**src/rtl/mem_dma_engine.sv**
```systemverilog
// mem_dma_engine: word block-copy / block-fill bus initiator with req/gnt arbitration
module mem_dma_engine #(
  parameter int LEN_W = 16
) (
  input  logic             clk,
  input  logic             reset,
  input  logic             start,
  input  logic             mode,
  input  logic [31:0]      src_addr,
  input  logic [31:0]      dst_addr,
  input  logic [LEN_W-1:0] len_words,
  input  logic [31:0]      fill_value,
  output logic             busy,
  output logic             done,
  output logic [LEN_W-1:0] words_done,
  output logic             bus_req,
  input  logic             bus_gnt,
  output logic             memread,
  output logic             memwrite,
  output logic [31:0]      addr,
  output logic [31:0]      writedata,
  input  logic [31:0]      readdata
);
  typedef enum logic [2:0] {IDLE, RD, WR, FILL, FIN} state_t;
  state_t r_state, w_next;
  logic [31:0] r_src, r_dst, r_data, r_fill;
  logic [LEN_W-1:0] r_rem, r_words;
  logic w_last;
  assign w_last = r_rem == LEN_W'(1);
  assign busy = r_state == RD || r_state == WR || r_state == FILL;
  assign done = r_state == FIN;
  assign bus_req = busy;
  assign words_done = r_words;
  assign memread = r_state == RD && bus_gnt;
  assign memwrite = (r_state == WR || r_state == FILL) && bus_gnt;
  assign addr = memread ? r_src : memwrite ? r_dst : '0;
  assign writedata = !memwrite ? '0 : r_state == WR ? r_data : r_fill;
  // state register
  always_ff @(posedge clk) r_state <= reset ? IDLE : w_next;
  // next state: every bus state holds while the grant is withheld
  always_comb begin
    w_next = r_state;
    case (r_state)
      IDLE: w_next = !start ? IDLE : len_words == '0 ? FIN : mode ? FILL : RD;
      RD: w_next = bus_gnt ? WR : RD;
      WR: w_next = !bus_gnt ? WR : w_last ? FIN : RD;
      FILL: w_next = bus_gnt && w_last ? FIN : FILL;
      default: w_next = IDLE;
    endcase
  end
  // command latch and per-word address/count updates, advancing only on granted strobes
  always_ff @(posedge clk) begin
    if (reset) begin
      r_src <= '0;
      r_dst <= '0;
      r_data <= '0;
      r_fill <= '0;
      r_rem <= '0;
      r_words <= '0;
    end else begin
      if (r_state == IDLE && start) begin
        r_src <= src_addr & ~32'd3;
        r_dst <= dst_addr & ~32'd3;
        r_fill <= fill_value;
        r_rem <= len_words;
        r_words <= '0;
      end
      if (memread) begin
        r_data <= readdata;
        r_src <= r_src + 32'd4;
      end
      if (memwrite) begin
        r_dst <= r_dst + 32'd4;
        r_rem <= r_rem - LEN_W'(1);
        r_words <= r_words + LEN_W'(1);
      end
    end
  end
endmodule

```
**config.mk**
```make
export PLATFORM = sky130hd
export DESIGN_NAME = mem_dma_engine
export DESIGN_NICKNAME = d
export VERILOG_FILES = /design/src/rtl/mem_dma_engine.sv
export SDC_FILE = /design/constraint.sdc
export NUM_CORES = 1
export LEC_CHECK = 0
export CORE_UTILIZATION = 40
export CTS_CLUSTER_SIZE = 10
export DETAILED_ROUTE_END_ITERATION = 10
export PLACE_DENSITY = 0.69
export SLEW_MARGIN = 10
export SYNTH_ARGS = -nofsm -noshare
export SYNTH_HDL_FRONTEND = slang
export SYNTH_SLANG_ARGS = --single-unit
```
**constraint.sdc**
```tcl
create_clock -name clk -period 2.9 [get_ports clk]
set_input_delay 0.58 -clock clk [delete_from_list [all_inputs] [get_ports clk]]
set_output_delay 0.58 -clock clk [all_outputs]
set_load 0.03 [all_outputs]
```
## Yosys cells after proc, flatten, opt, wreduce, memory -nomap -nowiden

Index checks and enable logic that the tools add are counted.
W data, S select, Z words.

| cells by class | value |
|---|---|
| eq/ne operators | 5 |
| reduce and logical (&&, ||, !) cells | 11 |
| mux-type cells | 20 |
| $add $sub $neg | 4 |

Operators with widths:

| operator | count |
|---|---|
| $mux W32 | 8 |
| $add A32 B3 Y32 const B | 2 |
| $mux W16 | 4 |
| $add A16 B1 Y16 const B | 1 |
| $eq A16 B1 Y1 const B | 1 |
| $logic_not A16 Y1 | 1 |
| $sub A16 B1 Y16 const B | 1 |
| $mux W3 | 5 |
| $pmux W3 S4 | 1 |
| $eq A3 B2 Y1 const B | 2 |
| $logic_and A1 B1 Y1 | 4 |
| $mux W2 | 2 |
| $reduce_bool A2 Y1 | 2 |
| $eq A3 B1 Y1 const B | 1 |
| $eq A3 B3 Y1 const B | 1 |
| $logic_not A3 Y1 | 1 |
| $logic_or A1 B1 Y1 | 3 |

| word-level totals | value |
|---|---|
| logic and storage cells | 47 |
| register bits after elaboration | 163 |
| input bits | 149 |
| output and inout bits | 85 |

## Depth between registers and ports, before layout

| depth | value |
|---|---|
| depth after elaboration | 5 |
| mapped depth | 8 |

## Worst setup path after synthesis

OpenSTA, ideal clock, no wires.

| timing | value |
|---|---|
| path type | input -> output |
| from | input bus_gnt |
| to | output addr[10] |
| arrival | 2.163 ns |
| path buffers | 2 |
| cell stages on the path | 6 |
| slack | 0.157 ns |
| required time | 2.320 ns |
| cell sequence | nand3b_1 inv_1 clkbuf_1 buf_1 nand2_1 o21ai_0 |

| between the ends | value |
|---|---|
| cells in the longest elaborated chain, start to end | 3 |

Ends and longest elaborated chain:

| what | RTL line | source |
|---|---|---|
| start: declaration | 17 | `input logic bus_gnt,` |
| $logic_and A1 B1 Y1 | 35 | `assign memwrite = (r_state == WR \|\| r_state == FILL) && bus_gnt;` |
| via memwrite | 19 | `output logic memwrite,` |
| $mux W32 (2 in a row) | 36 | `assign addr = memread ? r_src : memwrite ? r_dst : '0;` |
| end: declaration | 20 | `output logic [31:0] addr,` |

The timed path passes the listed nets, and every way through them passes these cells.

## Final worst setup path

| timing | value |
|---|---|
| from | input bus_gnt |
| to | output addr[26] |

| between the ends | value |
|---|---|
| cells in the longest elaborated chain, start to end | 3 |

Ends and longest elaborated chain:

| what | RTL line |
|---|---|
| $logic_and A1 B1 Y1 | 35 |
| $mux W32 | 36 |
| $mux W32 (*) | 36 |

Mark *: on every way between the ends. The rest lies on a longest branch, timed or not.

==> qor.csv <==
metric;value;unit
Crit. End Element;output pin;
Synth warnings;0;
drt total wl;26900;microns
setup violators final;0;
worst reg2reg path endpoint;r_src[22];
initial core utilization;41.4;%
Post-synth EDFFs;0;
placed inst area;10800;sq um
most frequent cells in the layout;nand2_1 (217), clkdlybuf4s50_1 (162), dfxtp_1 (159), a21oi_1 (117), buf_4 (89);
Peak VDD IR;0.445;mV
dpl hpwl;18600;microns
period utilization;94.7;%
drt pass-1 iters;6;
worst setup path class;input pin to output pin;
Core Area;19700;sq um
hold path start;r_data[23];
Syn Std Cell Area;8170;sq um
Critical Path Most Common Cell;buf_12;
Avg Synthesized Cell Area;7.76;sq um
Async SR Flop Fraction;0;%
actual transition at the worst max-transition pin;1.09;ns
initial antenna violation count;1;
post_cts resized;0;
TNS Setup;0;ns
Synth Flop Type;dfxtp_1;
commonest non-fill, non-tap cell in the layout;nand2_1;
reg2reg start;r_src[2];
total power;0.00600;W
1st-iter DRT viols;581;
Fin. Hold Viols;0;
die height;145;microns
Power Dens Cells;530;nW/um^2
global-route wire length before repair;42300;microns
Synth area leaders;dfxtp_1 (39%), nand2_1 (10%), a21oi_1 (7.2%), o221a_2 (4.4%), nor2_1 (3.1%);
Netlist cell types;66;
Longest Clk Path Bufs;2;
Worst slew margin;27.3;%
cells after synthesis;1053;
Die Wd;145;microns
Non-Filler Instances;1534;
startpoint types;input pin;
wire per inst;17.5;microns
cts bufs inserted;17;
later-pin clock latency in the skew report;0.43;ns
delay of the slowest critical-path stage;0.49;ns
die area;21000;sq um
final-report max-slew violation count;0;
post-layout utilization of the core;57.5;%
Worst Path Arrival;2.17;ns
HP Class;register to register;
number of global-route vias before repair;8084;
DRC;0;
Row Count;51;
H-tree levels;4;
CP Cell Sequence;clkdlybuf4s50_1, buf_4, nand4bb_2, inv_2, buf_12, and2_1, a21o_1, buf_12;
RSZ-0062 raised after global routing;false;
crit path max fanout;35;
via density per instance;5.74;
worst hold stages;2;
Boundary Pins;234;
gr ovfl total;0;
design area;11300;sq um
Vias;8802;
Tot GR Track Use;24.9;%
Root Driver;clkbuf_16;
layout cells sized above 1;15.5;%
post-route ant nets;0;
minimum clock period;2.75;ns
register area share after synthesis;39.0;%
fmax;0.364;GHz
Worst Reg-to-Reg Cells;6;
leakage power;4.11;nW
Data required, critical path;2.32;ns
Slowest cell on crit path;clkdlybuf4s50_1;
Post-CTS Setup Inserts;0;
CTS tree;done;
Clock Skew;0.0106;ns
FILL cells;1843;
Hold Buf Count CTS;0;
nets;1409;
number of synthesized register bits;159;
setup slack, reg-to-reg;0.47;ns
largest net degree at the start of global routing;62;
Hold Path Sink;r_data[23];
CTS Sinks;159;
Worst-path clk slew;0.06;ns
port bufs;227;
top-area cell type share of the netlist area;39.0;%
maximum capacitance violations;0;
status;finished, final reports clean;
placed cell count;1501;
Yosys top cell by area;dfxtp_1;
gpl congestion;0.833;
area delta synth->final;38.7;%
==> final cells by class <==
| type | count | area [sq um] | area share (%) |
|---|---|---|---|
| multi-input cells | 801 | 4630 | 40.8 |
| flip-flops and latches | 159 | 3180 | 28.1 |
| repair buffers | 266 | 2590 | 22.9 |
| clock buffers | 18 | 439 | 3.87 |
| well taps | 265 | 332 | 2.93 |
| clock inverters | 14 | 124 | 1.09 |
| inverters | 10 | 37.5 | 0.331 |
| diodes | 1 | 2.50 | 0.0221 |
==> worst max-delay path: cells and delay by family <==
family | cells | cell delay (ns)
buf+inv | 5 | 1.09
compound gates | 1 | 0.14
simple gates | 2 | 0.35
==> per-stage QoR <==
step | setup WS, ns | hold slack [ns]
after floorplan | 0.157 | 0.436
after global placement | 0.121 | 0.443
after detailed placement | 0.105 | 0.446
after CTS | 0.171 | 0.456
after global routing | 0.0766 | 0.472
final | 0.154 | 0.455
==> metal layers <==
metal | GRT usage (%) | vias up | routed length (microns)
met5 | 0 | - | 0
met3 | 4.43 | 25 | 1640
met4 | 6.12 | 0 | 328
met1 | 34.5 | 4185 | 12500
met2 | 39.8 | 323 | 12400
li1 | - | 4269 | -
==> synth_stat cells, drive strengths merged (4+ instances only) <==
cell / instances
a211oi: 5
a21o: 5
a21oi: 117
a221oi: 9
a22o: 19
a22oi: 21
a311oi: 4
a31o: 7
a31oi: 17
a32oi: 4
and2: 13
and3: 12
buf: 26
clkbuf: 58
dfxtp: 159
ha: 5
inv: 8
mux2: 10
mux2i: 7
nand2: 217
nand3: 32
nand3b: 5
nand4: 25
nor2: 68
nor3: 30
nor4: 18
o211ai: 12
o21ai: 28
o221a: 32
o22ai: 9
or3: 13
or4: 9
xnor2: 5
xor2: 10
==> registers in the layout (all words and copies together), names as in the netlist <==
| signal | count |
|---|---|
| r_rem | 16 |
| r_src | 30 |
| words_done | 16 |
| r_fill | 32 |
| r_data | 32 |
| r_dst | 30 |
| r_state | 3 |
==> report_power, final <==
group          internal (W)  switching [W]  total, W
Combinational      0.000581       0.000723   0.00130
Clock               0.00115        0.00101   0.00216
Sequential          0.00235       0.000186   0.00254
==> worst max path at each step <==
| stage | start | endpoint | slack [ns] | cells after the start |
|---|---|---|---|---|
| after floorplan | bus_gnt | addr[10] | 0.16 | 6 |
| after global placement | bus_gnt | r_src[31] | 0.12 | 9 |
| after detailed placement | bus_gnt | r_src[31] | 0.10 | 9 |
| after CTS | bus_gnt | addr[26] | 0.17 | 8 |
| after global routing | bus_gnt | addr[26] | 0.08 | 8 |
| final | bus_gnt | addr[26] | 0.15 | 8 |
==> kinds of logic (layout without fill, tap and decap cells) <==
logic type | after synthesis | after routing | share of synthesized area [%]
compound gates | 304 | 304 | 25.5
xor+xnor | 15 | 15 | 1.61
fa+ha+maj | 5 | 5 | 0.766
buf+inv | 94 | 308 | 4.63
flops | 159 | 159 | 39.0
mux | 17 | 17 | 2.24
other cells | 1 | 3 | 0.0459
simple gates | 458 | 458 | 26.3
(Power assumes the default switching activity.)
